$ cat src/rtl/mul16_seq_if.sv
`default_nettype none
// ============================================================================
//  Module      : mul16_seq_if
//  Description : Request/response bundle for the sequential 16x16 multiplier.
//                master : drives start/a/b, observes busy/done/out
//                slave  : the multiplier itself
//  Signals     : start      - operation request
//                a, b       - multiplicand / multiplier
//                busy       - operation in progress (RUN or DONE)
//                done       - one-cycle completion pulse
//                out        - low 16 bits of a*b
//  Revision    : 1.0 - initial release
// ============================================================================
interface mul16_seq_if;
  logic        start;
  logic [15:0] a;
  logic [15:0] b;
  logic        busy;
  logic        done;
  logic [15:0] out;

  modport master (
    output start, a, b,
    input  busy, done, out
  );

  modport slave (
    input  start, a, b,
    output busy, done, out
  );
endinterface
`default_nettype wire

$ cat src/rtl/mul16_seq.sv
`default_nettype none
// ============================================================================
//  Module      : mul16_seq
//  Description : Shift-and-add 16x16 multiplier returning the low 16 bits of
//                the product. All accumulation goes through a single add16
//                instance; carry-out is discarded so the result wraps.
//  Ports       : clk     - clock, rising-edge active
//                reset   - asynchronous, active-high reset
//                bus     - mul16_seq_if.slave (start, a, b, busy, done, out)
//  Parameters  : EARLY_EXIT - nonzero: stop once remaining multiplier bits
//                             are all zero; zero: always 16 RUN cycles
//  Revision    : 1.0 - initial release
// ============================================================================

// Plain 16-bit adder; the carry-out is intentionally dropped.
module add16 (
  input  wire logic [15:0] x,
  input  wire logic [15:0] y,
  output logic      [15:0] sum
);
  assign sum = x + y;
endmodule

module mul16_seq #(
  parameter int EARLY_EXIT = 1
) (
  input  wire logic     clk,
  input  wire logic     reset,
  mul16_seq_if.slave    bus
);

  localparam logic [1:0] IDLE = 2'd0;
  localparam logic [1:0] RUN  = 2'd1;
  localparam logic [1:0] DONE = 2'd2;

  logic [1:0]  state;
  logic [1:0]  state_nxt;
  logic [15:0] mcand;
  logic [15:0] mplier;
  logic [15:0] acc;
  logic [3:0]  cnt;
  logic [15:0] acc_sum;
  logic        run_last;

  add16 u_add16 (
    .x   (acc),
    .y   (mcand),
    .sum (acc_sum)
  );

  // The current cycle is the final RUN cycle either after the 16th bit, or
  // (with early exit) when nothing but zeros would be left after this shift.
  assign run_last = (cnt == 4'd15) ||
                    ((EARLY_EXIT != 0) && (mplier[15:1] == 15'd0));

  // State register
  always_ff @(posedge clk or posedge reset) begin
    if (reset) begin
      state <= IDLE;
    end else begin
      state <= state_nxt;
    end
  end

  // Next-state logic
  always_comb begin
    state_nxt = state;
    case (state)
      IDLE:    if (bus.start) state_nxt = RUN;
      RUN:     if (run_last)  state_nxt = DONE;
      DONE:    state_nxt = IDLE;
      default: state_nxt = IDLE;
    endcase
  end

  // Output logic
  always_comb begin
    bus.busy = 1'b0;
    bus.done = 1'b0;
    case (state)
      RUN:  bus.busy = 1'b1;
      DONE: begin
        bus.busy = 1'b1;
        bus.done = 1'b1;
      end
      default: ;
    endcase
  end

  // Datapath. Operands are captured only on an accepted start, so input
  // changes mid-operation are invisible; acc is held through DONE and IDLE.
  always_ff @(posedge clk or posedge reset) begin
    if (reset) begin
      mcand  <= 16'd0;
      mplier <= 16'd0;
      acc    <= 16'd0;
      cnt    <= 4'd0;
    end else begin
      case (state)
        IDLE: begin
          if (bus.start) begin
            mcand  <= bus.a;
            mplier <= bus.b;
            acc    <= 16'd0;
            cnt    <= 4'd0;
          end
        end
        RUN: begin
          if (mplier[0]) begin
            acc <= acc_sum;
          end
          mcand  <= {mcand[14:0], 1'b0};
          mplier <= {1'b0, mplier[15:1]};
          cnt    <= cnt + 4'd1;
        end
        default: ;
      endcase
    end
  end

  assign bus.out = acc;

endmodule
`default_nettype wire

$ cat src/flat_wrapper.sv
// flat-port wrapper written by rule: the top's interface ports become plain ports
module mul16_seq_flat 
#(
  parameter int EARLY_EXIT = 1
)
  (clk, reset, bus_start, bus_a, bus_b, bus_busy, bus_done, bus_out);
  mul16_seq_if bus_i ();
  input  wire logic clk;
  input  wire logic reset;
  input wire logic [$bits(bus_i.start)-1:0] bus_start;
  input wire logic [$bits(bus_i.a)-1:0] bus_a;
  input wire logic [$bits(bus_i.b)-1:0] bus_b;
  output wire logic [$bits(bus_i.busy)-1:0] bus_busy;
  output wire logic [$bits(bus_i.done)-1:0] bus_done;
  output wire logic [$bits(bus_i.out)-1:0] bus_out;
  assign bus_i.start = bus_start;
  assign bus_i.a = bus_a;
  assign bus_i.b = bus_b;
  assign bus_busy = bus_i.busy;
  assign bus_done = bus_i.done;
  assign bus_out = bus_i.out;
  mul16_seq #(.EARLY_EXIT(EARLY_EXIT)) u_core (.clk(clk), .reset(reset), .bus(bus_i));
endmodule
$ cat config.mk
export PLATFORM = sky130hd
export DESIGN_NAME = mul16_seq_flat
export DESIGN_NICKNAME = d
export VERILOG_FILES = /design/src/rtl/mul16_seq_if.sv /design/src/rtl/mul16_seq.sv /design/src/flat_wrapper.sv
export SDC_FILE = /design/constraint.sdc
export NUM_CORES = 1
export LEC_CHECK = 0
export CAP_MARGIN = 20
export CORE_UTILIZATION = 49
export DETAILED_ROUTE_END_ITERATION = 10
export GPL_TIMING_DRIVEN = 1
export PLACE_DENSITY = 0.85
export SLEW_MARGIN = 15
export SYNTH_ARGS = -nofsm -noshare
export SYNTH_HDL_FRONTEND = slang
export SYNTH_SLANG_ARGS = --single-unit
$ cat constraint.sdc
create_clock -name clk -period 2.25 [get_ports clk]
set_input_delay 0.45 -clock clk [delete_from_list [all_inputs] [get_ports clk]]
set_output_delay 0.45 -clock clk [all_outputs]
set_load 0.1 [all_outputs]
After elaboration in Yosys (flattened, before gate mapping)

Index checks and enable logic that the tools add are counted.

Reduce and logical (&&, ||, !) cells: 8
Mux-type cells: 14
Add/sub/neg operators: 2
Equality and inequality tests: 6

Operator list:

| kind                | count |
|---|---|
| $pmux 16 s2         | 3 |
| $mux 16             | 4 |
| $add 16x16->16      | 1 |
| $logic_not 15->1    | 1 |
| $pmux 4 s2          | 1 |
| $add 4x1->4 const B | 1 |
| $eq 4x4->1 const B  | 1 |
| $mux 2              | 2 |
| $mux 4              | 1 |
| $ne 2x1->1 const B  | 2 |
| $pmux 2 s2          | 1 |
| $reduce_and 2->1    | 2 |
| $reduce_and 3->1    | 1 |
| $eq 2x1->1 const B  | 1 |
| $eq 2x2->1 const B  | 1 |
| $logic_not 2->1     | 1 |
| $mux 1              | 2 |
| $ne 2x2->1 const B  | 1 |
| $reduce_bool 2->1   | 1 |
| $reduce_or 2->1     | 1 |
| $logic_or 1x1->1    | 1 |

Input bits: 35
Logic and storage cells: 35
Output and inout bits: 18
Bits in registers: 54

Longest topological paths before layout

Gate-level depths: netlist (run 1).

Depth after elaboration: 4
Mapped depth: 8
Gate-level depth less buffers: 8

Cells and area by module

A second synthesis (run 1) with hierarchy kept.

Cells, all modules: 315
Area total of the unflattened synthesis: 3175.5 µm²

By module, submodules not included:

| module    | area each (µm²) | cells an instance | times used | seq. area each (µm²) |
|---|---|---|---|---|
| mul16_seq | 2451.1          | 217               | 1          | 1351.3 |
| add16     | 724.4           | 98                | 1          | 0.0 |

Worst setup path before layout (run 1)

OpenSTA, ideal clock, no wires.

Path kind: register to register
From: register u_core.acc[0], in the netlist u_core.bus.out[0]
To: register u_core.acc[10], in the netlist u_core.bus.out[10]
Path slack: -0.563 ns
Cell stages (with the launch flop): 9
Arrival: 2.687 ns
Cells stage by stage: dfrtp_1 ha_1 inv_1 fa_1 nor2b_1 o31ai_4 a21o_2 o2111a_1 a221o_1

Word-level cells in the longest chain between the ends: 3

Ends and longest elaborated chain:

| what                   | RTL line         | source |
|---|---|---|
| from (decl)            | mul16_seq.sv:40  | `logic [15:0] acc;` |
| from (signal assigned) | mul16_seq.sv:110 | `acc <= acc_sum;` |
| $add 16x16->16         | mul16_seq.sv:21  | `assign sum = x + y;` |
| $mux 16                | mul16_seq.sv:109 | `if (mplier[0]) begin` |
| $pmux 16 s2            | mul16_seq.sv:99  | `case (state)` |

Every way passes these cells. The select of a mux whose other input is x is not followed.
A chain may end at the register's enable or synchronous reset.

Worst setup path in the final report (run 1)

From: register u_core.acc[11], in the netlist u_core.bus.out[11]
To: register u_core.acc[14], in the netlist u_core.bus.out[14]

Same word-level chain as after synthesis.

==> impl_metrics.py, run 1 <==
metrics = {
    "sta": {
        "worst_slew_pin_slew_ns": 0.500,
        "final_critical_path_required_period_ns": 2.16,
        "setup_slack_ns": 0.0884,
        "final_max_slew_viol_count": 0,
        "slew_headroom_pct": 66.7,
        "hold_viol": 0,
        "rsz0062_at_grt": "no",
        "period_share_pct": 96.1,
        "setup_viol_count_final": 0,
        "clock.fmax_mhz": 463,
        "final.setup_skew_ns": 0.00727,
    },
    "critical_path": {
        "crit_path_frequent_cell": "sky130_fd_sc_hd__a21o_1",
        "timing.critical_path.cells": "ha_1 > a21o_1 > a21o_1 > a21o_1 > or4_1 > a32o_1",
        "crit_required_ns": 2.47,
        "rr_endpoint": "u_core.bus.out[14]$_DFFE_PP0P_",
        "arrival_ns": 2.38,
        "path_depth": 6,
        "reg2reg_from": "u_core.bus.out[11]$_DFFE_PP0P_",
        "worst_path_dominant_cell_family": "compound AO/OA/AOI/OAI gates",
        "critical_path.endpoint_type": "flop",
        "worst_path_max_delay_cell": "sky130_fd_sc_hd__or4_1",
        "critPathKind": "reg2reg",
        "crit_path_max_fanout": 4,
        "critical_path.n_buffers_inverters": 0,
        "worstRegToRegCells": 6,
        "crit_path_start_kind": "flop",
        "slowest_delay_ns": 0.50,
        "setup.reg_to_reg.worst_slack_ns": 0.09,
    },
    "synthesis": {
        "post_synth_most_frequent_cells": "sky130_fd_sc_hd__dfrtp_1, sky130_fd_sc_hd__o21ai_0, sky130_fd_sc_hd__nand2_1",
        "synth.ff_latch_count": 54,
        "yosysWarnings": 0,
        "synth.largest_area_cell": "sky130_fd_sc_hd__dfrtp_1",
        "yosysSeqAreaShare_pct": 41.1,
        "synth_top_cell_area_share_pct": 41.1,
        "dominantRegCellSynth": "sky130_fd_sc_hd__dfrtp_1",
        "synth-edff-count": 0,
        "postSynthNetCount": 401,
        "synth_cell_type_count": 53,
        "yosysMostFrequentCell": "sky130_fd_sc_hd__dfrtp_1",
        "synthesis.area_mm2": 0.00329,
        "leading_post_synthesis_cells_by_cell_area": "sky130_fd_sc_hd__dfrtp_1, sky130_fd_sc_hd__mux2i_1, sky130_fd_sc_hd__o21ai_0, sky130_fd_sc_hd__ha_1, sky130_fd_sc_hd__nand2_1",
        "asyncSetResetFlopFracSynth_pct": 100,
        "synthesis.instances": 346,
        "syn-mean-instance-area_um2": 9.50,
    },
    "place": {
        "placed_cell_area_mm2": 0.00403,
        "placement.io_buffers": 52,
        "hpwl_mm": 5.62,
        "pre_cts_worst_setup_slack_ns": 0.0694,
        "finalWeightedCongestion": 0.965,
        "placed_cells": 472,
    },
    "layout": {
        "layout.cells.non_filler": 482,
        "antenna_cells": 0,
        "layout.nets": 459,
        "final_standard_cell_area_without_fillers_mm2": 0.00414,
        "share_of_cells_above_drive_strength_1_pct": 18.0,
        "area_delta_synth_final_pct": 25.8,
    },
    "hold_path": {
        "worst_hold_path_type": "in2async",
    },
    "status": {
        "outcome": "complete, but fails checks",
        "violations_in_the_final_reports": "design-rule violations",
    },
    "detailed_routing": {
        "met2RoutedLength_mm": 3.80,
        "drt_iter0_drc": 139,
        "met1Wirelength_mm": 3.43,
        "highest_layer": "met4",
        "detail_route.vias_per_cell": 5.82,
        "final_antenna_net_count": 0,
        "num_vias": 2805,
        "postRouteWirelength_mm": 7.52,
        "drt_first_pass_iters": 8,
        "drt_drc_violations_left": 4,
        "dr_wl_met3_um": 210,
        "wl_per_cell_um": 15.6,
    },
    "power_and_ir_drop": {
        "power_density_mw_per_mm2": 1540,
        "ir_drop_mv": 1.59,
        "p_leak_uw": 0.00177,
    },
    "floorplanning": {
        "core_region_area_mm2": 0.00642,
        "rows": 29,
        "top_level_ports": 53,
        "initial_core_util_pct": 51.2,
        "die_height_um": 83.9,
        "fp.dieW_um": 83.9,
        "die_area_mm2": 0.00704,
    },
    "clock_tree": {
        "cts_tree": "done",
        "clkTransAtPathRegs_ns": 0.11,
        "cts_htree_levels": 2,
        "clkSinkCount": 54,
        "cts_root_buffer": "sky130_fd_sc_hd__clkbuf_8",
        "cts_max_path_buffers": 2,
        "clk-insertion-delay-late_ns": 0.32,
        "tritoncts.num_buffers": 5,
    },
    "global_routing": {
        "antenna_found_initial": 0,
        "grt_overflow": 0,
        "grt_max_degree": 62,
        "grt_pass1_wl_mm": 12.8,
        "vias_in_the_first_global_route": 2772,
        "grt_usage_pct": 22.6,
    },
    "run": {
        "max-cap-violations": 0,
    },
}
stage by stage:
step / hold slack (ns) / power, uW / util [%] / setup TNS [ns]
floorplan: 0.471 / 4740 / - / -0.273
global placement: 0.488 / 5630 / 62.7 / 0
detailed placement: 0.499 / 5780 / 62.7 / 0
CTS: 0.508 / 6360 / 64.2 / 0
global route: 0.510 / 6820 / 64.4 / 0
finish: 0.487 / 6360 / 64.4 / 0
tightest hold or removal path, stage by stage:
cell and delay [ns]:
sky130_fd_sc_hd__clkdlybuf4s50_1 0.41, sky130_fd_sc_hd__inv_2 0.07, sky130_fd_sc_hd__buf_12 0.27
cells by family after synthesis:
family          share of synthesized area [%]
compound gates                           22.0
xor+xnor                                 2.13
fa+ha+maj                                7.84
buf+inv                                  3.62
flops                                    41.1
mux                                      9.74
simple gates                             13.6
worst max-delay path by stage:
stage / to / from
global placement: u_core.bus.out[15]$_DFFE_PP0P_ / bus_start
finish: u_core.bus.out[14]$_DFFE_PP0P_ / u_core.bus.out[11]$_DFFE_PP0P_
detailed placement: u_core.bus.out[15]$_DFFE_PP0P_ / bus_start
floorplan: u_core.bus.out[14]$_DFFE_PP0P_ / u_core.bus.out[0]$_DFFE_PP0P_
CTS: u_core.bus.out[14]$_DFFE_PP0P_ / u_core.mcand[0]$_DFFE_PP0P_
global route: u_core.bus.out[14]$_DFFE_PP0P_ / u_core.mcand[0]$_DFFE_PP0P_
routing by layer:
| metal | up-vias | global-route usage [%] |
|---|---|---|
| met2 | 48 | 39.6 |
| met5 | - | 0 |
| met1 | 1368 | 29.0 |
| met3 | 10 | 3.46 |
| met4 | 0 | 5.80 |
| li1 | 1379 | - |
registers in the layout, indices dropped and copies added, names as in the netlist:
name	count
u_core.mplier	16
u_core.mcand	16
u_core.bus.out	16
u_core.state	2
u_core.cnt	4
what timing repair did:
action / 4_1_cts / 5_1_grt
hold buffers: 0 / 0
setup endpoints to repair: 0 / 1
gates resized for setup: 0 / 0
setup buffers: 0 / 2
cells in the final DEF (no fill, tap or decap), types with 3 or more instances in the layout:
cell and n:
sky130_fd_sc_hd__a21boi_0 3, sky130_fd_sc_hd__clkdlybuf4s50_1 34, sky130_fd_sc_hd__nor3b_1 4, sky130_fd_sc_hd__clkbuf_8 5, sky130_fd_sc_hd__nor2_1 5, sky130_fd_sc_hd__a211oi_1 4, sky130_fd_sc_hd__nand3_1 7, sky130_fd_sc_hd__ha_4 4
sky130_fd_sc_hd__xor2_1 5, sky130_fd_sc_hd__and3_1 3, sky130_fd_sc_hd__a21oi_1 13, sky130_fd_sc_hd__a32o_1 3, sky130_fd_sc_hd__nor4_1 3, sky130_fd_sc_hd__nand4_1 3, sky130_fd_sc_hd__dfrtp_1 40, sky130_fd_sc_hd__xnor2_1 3
sky130_fd_sc_hd__ha_1 13, sky130_fd_sc_hd__dfrtp_2 14, sky130_fd_sc_hd__mux2i_1 32, sky130_fd_sc_hd__o21a_1 4, sky130_fd_sc_hd__inv_1 11, sky130_fd_sc_hd__o31ai_1 3, sky130_fd_sc_hd__nand2_1 49, sky130_fd_sc_hd__o21ai_0 52
sky130_fd_sc_hd__nand3b_1 4, sky130_fd_sc_hd__a21o_1 5, sky130_fd_sc_hd__buf_4 32
report_power, final:
| part | total (uW) | internal (uW) | switching (uW) | leakage, uW |
|---|---|---|---|---|
| Combinational | 3960 | 1480 | 2470 | 0.00105 |
| Clock | 580 | 226 | 354 | 0.0000447 |
| Sequential | 1830 | 1410 | 416 | 0.000671 |
| Total | 6360 | 3120 | 3240 | 0.00177 |
final cells by class:
type / instances / area, um^2
Fill cell: 527 / 2290
Tap cell: 77 / 96.3
Inverter: 13 / 48.8
Timing Repair Buffer: 68 / 621
Clock buffer: 5 / 68.8
Clock inverter: 3 / 25.0
Sequential cell: 54 / 1370
Multi-Input combinational cell: 262 / 1910
(Power assumes the default switching activity.)
==> run 2: changes to the inputs <==
--- a/config.mk
+++ b/config.mk
@@ -10,6 +10,7 @@
 export DETAILED_ROUTE_END_ITERATION = 10
 export GPL_TIMING_DRIVEN = 1
 export PLACE_DENSITY = 0.85
+export SETUP_SLACK_MARGIN = 0.2
 export SLEW_MARGIN = 15
 export SYNTH_ARGS = -nofsm -noshare
 export SYNTH_HDL_FRONTEND = slang
==> run 2 against run 1 <==
Against the previous run:
- the run still ends with design-rule violations left
- non-clock buffer count increased by 12
- clock skew about the same
- first-iteration DRC count increased by 58%
- critical endpoint is now u_core.bus.out[12]$_DFFE_PP0P_
- largest power group unchanged
==> impl_metrics.py, run 2 (synthesis results as in run 1) <==
metrics = {
    "sta": {
        "setup_slack_ns": 0.124,
        "final_max_slew_viol_count": 0,
        "worst_slew_pin_slew_ns": 0.479,
        "clock.fmax_mhz": 470,
        "slew_headroom_pct": 68.1,
        "final.setup_skew_ns": 0.00699,
        "period_share_pct": 94.5,
        "setup_viol_count_final": 0,
        "final_critical_path_required_period_ns": 2.13,
        "rsz0062_at_grt": "yes",
        "worst_hold_slack_after_final_layout_ns": 0.495,
        "fin_tns_setup_ns": 0,
        "hold_viol": 0,
    },
    "power_and_ir_drop": {
        "report.power.total_uw": 6600,
        "power_density_mw_per_mm2": 1540,
        "p_leak_uw": 0.00183,
        "ir_drop_mv": 1.28,
    },
    "global_routing": {
        "antenna_found_initial": 0,
        "grt_pass1_wl_mm": 13.2,
        "grt_usage_pct": 23.4,
        "vias_in_the_first_global_route": 2794,
        "grt_max_degree": 62,
        "grt_overflow": 0,
    },
    "critical_path": {
        "critical_path.endpoint_type": "flop",
        "worst_path_max_delay_cell": "sky130_fd_sc_hd__dfrtp_1",
        "slowest_delay_ns": 0.41,
        "timing.critical_path.cells": "ha_4 > inv_2 > fa_2 > nor2b_4 > o31ai_4 > buf_6 > a21o_4 > o2111a_1 > a221o_1",
        "arrival_ns": 2.33,
        "crit_required_ns": 2.46,
        "crit_path_start_kind": "flop",
        "crit_path_max_fanout": 4,
        "critPathKind": "reg2reg",
    },
    "clock_tree": {
        "cts_tree": "done",
        "clkSinkCount": 54,
        "cts_htree_levels": 2,
        "cts_root_buffer": "sky130_fd_sc_hd__clkbuf_8",
        "cts_max_path_buffers": 2,
        "cts.hold.buffers_added": 0,
        "clkTransAtPathRegs_ns": 0.10,
        "clk-insertion-delay-late_ns": 0.31,
        "tritoncts.num_buffers": 5,
    },
    "detailed_routing": {
        "drt_first_pass_iters": 8,
        "num_vias": 2887,
        "postRouteWirelength_mm": 7.96,
        "drt_iter0_drc": 219,
        "final_antenna_net_count": 0,
        "drt_drc_violations_left": 4,
        "detail_route.vias_per_cell": 5.84,
        "wl_per_cell_um": 16.1,
    },
    "run": {
        "max-cap-violations": 0,
    },
    "place": {
        "finalWeightedCongestion": 0.855,
        "placement.io_buffers": 52,
        "hpwl_mm": 5.66,
        "pre_cts_worst_setup_slack_ns": 0.0845,
    },
    "layout": {
        "antenna_cells": 0,
        "share_of_cells_above_drive_strength_1_pct": 22.1,
        "area_delta_synth_final_pct": 30.5,
        "fillCellCount": 489,
        "layout.nets": 471,
        "layout_commonest_cell": "sky130_fd_sc_hd__o21ai_0",
        "most-common-layout-cells": "sky130_fd_sc_hd__o21ai_0, sky130_fd_sc_hd__nand2_1, sky130_fd_sc_hd__buf_4",
        "post-route-util_pct": 66.8,
    },
    "hold_path": {
        "worst_hold_path_type": "in2async",
    },
    "floorplanning": {
        "initial_core_util_pct": 51.2,
        "fp.dieW_um": 83.9,
        "top_level_ports": 53,
        "die_height_um": 83.9,
        "die_area_mm2": 0.00704,
        "core_region_area_mm2": 0.00642,
        "rows": 29,
    },
    "status": {
        "outcome": "complete, but fails checks",
        "violations_in_the_final_reports": "design-rule violations",
    },
}
[run 2: changes by cell type in the layout (fill, tap and decap cells not counted), sizes merged]
| cell | before | now |
|---|---|---|
| inv | 14 | 13 |
| clkinv | 1 | 2 |
| buf | 34 | 46 |
[run 2: worst max-delay path: cells and delay by family, from the launching register on]
family | cells | cell delay [ns]
buffers and inverters | 2 | 0.17
flip-flops | 1 | 0.41
AND/OR/NAND/NOR | 1 | 0.15
adder cells (fa/ha/maj) | 2 | 0.52
AO/OA/AOI/OAI | 4 | 0.76
[run 2: power by group]
| part | switching [uW] | total, uW | internal [uW] |
|---|---|---|---|
| sequential | 426 | 1840 | 1410 |
| combinational | 2570 | 4200 | 1630 |
| clock | 349 | 569 | 220 |
[run 2: final timing paths]
| path | cells past startpoint | slack [ns] | startpoint | end |
|---|---|---|---|---|
| setup reg to reg | 9 | 0.12 | u_core.mcand[0]$_DFFE_PP0P_ | u_core.bus.out[12]$_DFFE_PP0P_ |
| max in group asynchronous | 3 | 1.50 | reset | u_core.bus.out[10]$_DFFE_PP0P_ |
| setup / recovery | 9 | 0.12 | u_core.mcand[0]$_DFFE_PP0P_ | u_core.bus.out[12]$_DFFE_PP0P_ |
| hold reg to reg | 2 | 0.52 | u_core.mplier[12]$_DFFE_PP0P_ | u_core.mplier[12]$_DFFE_PP0P_ |
| hold / removal | 3 | 0.50 | reset | u_core.mplier[14]$_DFFE_PP0P_ |
| min in group clk | 2 | 0.52 | u_core.mplier[12]$_DFFE_PP0P_ | u_core.mplier[12]$_DFFE_PP0P_ |
[run 2: per-layer routing]
| metal | wire (um) | share of wire, % | GRT usage, % | vias up |
|---|---|---|---|---|
| met4 | 138 | 1.7 | 7.21 | 0 |
| met2 | 3920 | 49 | 38.9 | 86 |
| met3 | 405 | 5.1 | 3.86 | 17 |
| li1 | - | - | - | 1412 |
| met1 | 3500 | 44 | 31.2 | 1372 |
| met5 | 0 | 0 | 0 | - |
[run 2: area by class of cell]
cell class	count	area [um^2]	area share [%]
Clock buffer	5	68.8	1.60
Clock inverter	3	21.3	0.496
Multi-Input combinational cell	262	1960	45.7
Sequential cell	54	1370	31.9
Inverter	13	48.8	1.14
Tap cell	77	96.3	2.25
Timing Repair Buffer	80	727	16.9
[run 2: through the flow]
step           cell area, um^2  cells
2_1_floorplan             3400    346
3_3_place_gp              4060    472
3_5_place_dp              4060    472
4_1_cts                   4200    486
5_1_grt                   4290    494
6_report                  4290    494
[run 2: timing repair]
| item | CTS | global route |
|---|---|---|
| pin swaps | 9 | 10 |
| setup buffers | 6 | 8 |
| gates resized for setup | 2 | 6 |
| endpoints found under the setup margin | 4 | 8 |
==> run 3: changes to the inputs <==
--- a/config.mk
+++ b/config.mk
@@ -6,10 +6,13 @@
 export NUM_CORES = 1
 export LEC_CHECK = 0
 export CAP_MARGIN = 20
-export CORE_UTILIZATION = 49
+export CELL_PAD_IN_SITES_DETAIL_PLACEMENT = 0
+export CELL_PAD_IN_SITES_GLOBAL_PLACEMENT = 1
+export CORE_UTILIZATION = 37
 export DETAILED_ROUTE_END_ITERATION = 10
+export GPL_ROUTABILITY_DRIVEN = 0
 export GPL_TIMING_DRIVEN = 1
-export PLACE_DENSITY = 0.85
+export PLACE_DENSITY = 0.84
 export SETUP_SLACK_MARGIN = 0.2
 export SLEW_MARGIN = 15
 export SYNTH_ARGS = -nofsm -noshare
==> run 3 against run 2 <==
Against the previous run:
- sequential cell count unchanged
- via count decreased by 4.3%
- setup slack got worse by 0.091 ns
- power decreased by 2.0%
- clock power increased by 1%
- the run now ends clean
- critical path depth unchanged
- register-to-register slack got worse by 0.09 ns
- final cell count increased by 5.1%
- non-clock buffer count decreased by 6
==> impl_metrics.py, run 3 (synthesis results as in run 1) <==
metrics = {
    "status": {
        "outcome": "finished clean",
    },
    "global_routing": {
        "grt_usage_pct": 18.9,
        "top_usage_layer": "met2",
        "vias_in_the_first_global_route": 2795,
        "grt_max_degree": 62,
        "grt_pass1_wl_mm": 13.5,
        "grt_overflow": 0,
        "grt_use_met3_pct": 2.61,
        "use_met2_pct": 32.6,
        "grt.met1_usage_pct": 25.2,
        "antenna_found_initial": 0,
    },
    "critical_path": {
        "rr_endpoint": "u_core.bus.out[10]$_DFFE_PP0P_",
        "critPathKind": "reg2reg",
        "crit_path_max_fanout": 5,
        "crit_required_ns": 2.45,
        "arrival_ns": 2.42,
        "worstRegToRegCells": 9,
        "critical_path.endpoint_type": "flop",
        "crit_path_start_kind": "flop",
        "reg2reg_from": "u_core.mcand[0]$_DFFE_PP0P_",
        "setup.reg_to_reg.worst_slack_ns": 0.03,
    },
    "clock_tree": {
        "cts_max_path_buffers": 2,
        "cts_root_buffer": "sky130_fd_sc_hd__clkbuf_8",
        "clk-insertion-delay-late_ns": 0.31,
        "cts_htree_levels": 2,
        "cts_tree": "done",
        "clkTransAtPathRegs_ns": 0.11,
        "clkSinkCount": 54,
        "tritoncts.num_buffers": 5,
    },
    "layout": {
        "layout_commonest_cell": "sky130_fd_sc_hd__o21ai_0",
        "layout.cells.non_filler": 519,
        "antenna_cells": 0,
        "share_of_cells_above_drive_strength_1_pct": 20.4,
        "layout.nets": 465,
        "layout.area.seq_mm2": 0.00137,
        "multiInputGateArea_mm2": 0.00197,
        "area_delta_synth_final_pct": 30.4,
        "fillCellCount": 844,
        "most-common-layout-cells": "sky130_fd_sc_hd__o21ai_0, sky130_fd_sc_hd__nand2_1, sky130_fd_sc_hd__dfrtp_1",
    },
    "power_and_ir_drop": {
        "switching_share_pct": 50.5,
        "ir_drop_mv": 1.18,
        "power_switching_uw": 3270,
        "power.clock.fraction_pct": 8.9,
        "sequentialPowerShare_pct": 28.3,
        "power_density_mw_per_mm2": 1510,
        "p_int_uw": 3200,
        "pwr-share-comb_pct": 62.8,
        "p_leak_uw": 0.00180,
    },
    "floorplanning": {
        "initial_core_util_pct": 37.9,
        "rows": 34,
        "top_level_ports": 53,
        "fp.dieW_um": 96.3,
        "die_area_mm2": 0.00927,
        "die_height_um": 96.3,
        "core_region_area_mm2": 0.00868,
    },
    "detailed_routing": {
        "final_antenna_net_count": 0,
        "drt_first_pass_iters": 4,
        "drt_iter0_drc": 103,
        "num_vias": 2764,
        "postRouteWirelength_mm": 8.02,
        "wl_per_cell_um": 15.5,
        "detail_route.vias_per_cell": 5.33,
        "drt_drc_violations_left": 0,
    },
    "sta": {
        "period_share_pct": 98.5,
        "final_critical_path_required_period_ns": 2.22,
        "rsz0062_at_grt": "yes",
        "setup_viol_count_final": 0,
        "final.setup_skew_ns": 0.00780,
        "worst_slew_pin_slew_ns": 0.513,
        "clock.fmax_mhz": 451,
        "worst_hold_slack_after_final_layout_ns": 0.515,
        "slew_headroom_pct": 65.8,
        "final_max_slew_viol_count": 0,
        "hold_viol": 0,
        "setup_slack_ns": 0.0328,
    },
    "place": {
        "hpwl_mm": 5.83,
        "pre_cts_worst_setup_slack_ns": 0.0417,
        "placed_cells": 504,
        "placement.io_buffers": 52,
    },
    "hold_path": {
        "worst_hold_path_type": "in2async",
    },
    "run": {
        "max-cap-violations": 0,
    },
}
[run 3: worst max-delay path by stage]
stage	startpoint	to	slack, ns	depth (start not counted)
5_1_grt	u_core.mcand[0]$_DFFE_PP0P_	u_core.bus.out[12]$_DFFE_PP0P_	-0.04	9
4_1_cts	u_core.bus.out[0]$_DFFE_PP0P_	u_core.bus.out[14]$_DFFE_PP0P_	0.04	8
3_5_place_dp	bus_start	u_core.bus.out[15]$_DFFE_PP0P_	0.04	7
2_1_floorplan	u_core.bus.out[0]$_DFFE_PP0P_	u_core.bus.out[14]$_DFFE_PP0P_	-0.1	8
6_report	u_core.mcand[0]$_DFFE_PP0P_	u_core.bus.out[10]$_DFFE_PP0P_	0.03	9
3_3_place_gp	bus_start	u_core.bus.out[13]$_DFFE_PP0P_	0.11	6
[run 3: final cells by class]
cell class / count / area share [%]
clock inverter: 2 / 0.379
clock buffer: 6 / 1.69
sequential: 54 / 31.9
timing repair buffer: 74 / 15.9
multi-input combinational: 262 / 45.8
tap: 108 / 3.15
inverter: 13 / 1.14
[run 3: repair_timing]
item / 4_1_cts / 5_1_grt
gates resized for setup: 1 / 6
setup endpoints to repair: 4 / 9
hold buffers: 0 / 0
pin swaps: 0 / 13
buffers inserted: 2 / 5
[run 3: power groups by stage]
stage / clock network [uW] / logic [uW] / registers [uW]
after floorplan: 0 / 2380 / 2390
after global placement: 0 / 3920 / 1830
after detailed placement: 0 / 4000 / 1860
after CTS: 596 / 4030 / 1840
after global routing: 639 / 4470 / 1900
final: 576 / 4060 / 1830
[run 3: critical path, stage by stage (launching register included)]
cell,delay [ns]
sky130_fd_sc_hd__dfrtp_1,0.41
sky130_fd_sc_hd__ha_4,0.16
sky130_fd_sc_hd__inv_2,0.04
sky130_fd_sc_hd__fa_2,0.41
sky130_fd_sc_hd__nor2b_4,0.15
sky130_fd_sc_hd__o31ai_4,0.10
sky130_fd_sc_hd__buf_6,0.13
sky130_fd_sc_hd__a21o_4,0.22
sky130_fd_sc_hd__o2111a_1,0.23
sky130_fd_sc_hd__a221o_1,0.26
[run 3: per-layer routing]
| layer | wire, um | part of all wire [%] | vias up |
|---|---|---|---|
| met1 | 3820 | 48 | 1316 |
| met4 | 51 | 0.64 | 0 |
| met5 | 0 | 0 | - |
| li1 | - | - | 1397 |
| met3 | 222 | 2.8 | 7 |
| met2 | 3930 | 49 | 44 |
[run 3: metrics by stage]
stage                     setup TNS, ns  cell area, um^2  total power [uW]  utilization [%]
final                                 0             4290              6470             49.4
after global routing            -0.0725             4290              7010             49.4
after CTS                             0             4210              6460             48.5
after detailed placement              0             4100              5860             47.3
after global placement                0             4100              5750             47.3
after floorplan                  -0.273             3400              4770                -
==> RTL edit (flow settings as in run 3) <==
Reset style: synchronous (`reset`), changed in 2 clocked blocks. Comments in the files are not updated.
--- a/src/rtl/mul16_seq.sv
+++ b/src/rtl/mul16_seq.sv
@@ -54,7 +54,7 @@
                     ((EARLY_EXIT != 0) && (mplier[15:1] == 15'd0));
 
   // State register
-  always_ff @(posedge clk or posedge reset) begin
+  always_ff @(posedge clk) begin
     if (reset) begin
       state <= IDLE;
     end else begin
@@ -89,7 +89,7 @@
 
   // Datapath. Operands are captured only on an accepted start, so input
   // changes mid-operation are invisible; acc is held through DONE and IDLE.
-  always_ff @(posedge clk or posedge reset) begin
+  always_ff @(posedge clk) begin
     if (reset) begin
       mcand  <= 16'd0;
       mplier <= 16'd0;
Behaviour: differs if reset is asserted again (counterexample within 4 cycles, from zero or initial values and one cycle with reset high); with reset held inactive, the same outputs for 4 cycles.
==> RTL edit against run 3 <==
- sequential cell count did not move
- worst setup slack improved by 0.22 ns
- clock skew barely moved
- cell area fell by 7.3%
- first-iteration DRC count rose by 17%
- wire length fell by 5.1%
- area after synthesis fell by 4.8%
- critical path type unchanged
- largest cell class unchanged
- highest routed layer unchanged
Power is not compared: it rests on default switching activity, and its combinational part moved more than twofold at a synthesized area within 25%.
==> RTL edit: results (changes against run 3) <==
clk_share_pct: 2.45  # +0.38 points
dp_hpwl_mm: 5.63  # -3.5%
fin_util_pct: 48.4  # -1.0 points
route.met3.wl_um: 326  # +47%
cts.reportedPaths.clkPinSlew_ns: 0.09  # -0.02 ns
synthAdderAreaFrac_pct: 8.23  # +0.39 points
worstMarginPinSlew_ns: 0.622  # +0.109 ns
grt_use_total_pct: 17.9  # -1.1 points
yosys-top-cells-count: "dfxtp_1 (54), nor2_1 (42), a211oi_1 (33)"
synth-xor-area-share_pct: 1.40  # -0.73 points
first_global_vias: 2548  # -8.8%
buffers: 66  # -11%
synth_compound_area_share_pct: 24.1  # +2.1 points
met3_usage_pct: 3.24  # +0.63 points
syn_nets: 406  # +1.2%
synthMuxAreaShare_pct: 10.6  # +0.85 points
multi_input_area_sq_mm: 0.00197  # +0.45%
hold_class: "reg -> reg"
status: "completed"
grt_max_degree: 65  # +4.8%
critPathArrivalTime_ns: 2.20  # -0.22 ns
synthTopCellsByArea: "dfxtp_1 (35%), mux2i_1 (10%), a211oi_1 (7.9%)"
dr_wl_met2_mm: 3.50  # -11%
fin_nets: 457  # -1.7%
dpl_worst_slack_ns: 0.0553  # +0.0137 ns
met2_usage_pct: 28.0  # -4.5 points
seq_share_pct: 28.4  # -3.5 points
fillers: 781  # -7.5%
synthFlopType: "dfxtp_1"
ys_seq_area_share_pct: 34.5  # -6.6 points
via_per_inst: 5.53  # +3.9%
[RTL edit: changes by cell type after synthesis, moves of 5 or more]
cell      change
dfrtp_1      -54
dfxtp_1      +54
o21ai_0      -40
nor2_1       +37
nand2_1      -31
a211oi_1     +29
buf_2         +7
inv_1         -5
or3_1         +5
[RTL edit: worst min-delay path: stages (launching register included)]
cell and delay, ns:
dfxtp_4 0.36, nand2_1 0.05, a21oi_1 0.05
[RTL edit: final timing paths]
path	slack (ns)	from	endpoint	depth (start not counted)
setup reg to reg	0.26	u_core.mcand[7]	u_core.bus.out[14]	6
hold reg to reg	0.49	u_core.bus.out[2]	u_core.bus.out[2]	2
setup / recovery	0.26	u_core.mcand[7]	u_core.bus.out[14]	6
hold / removal	0.49	u_core.bus.out[2]	u_core.bus.out[2]	2
[RTL edit: repair_timing]
action,CTS,global route
buffers inserted,0,1
setup endpoints to repair,2,8
pin swaps,1,1
resized for setup,2,11
cloned,0,0
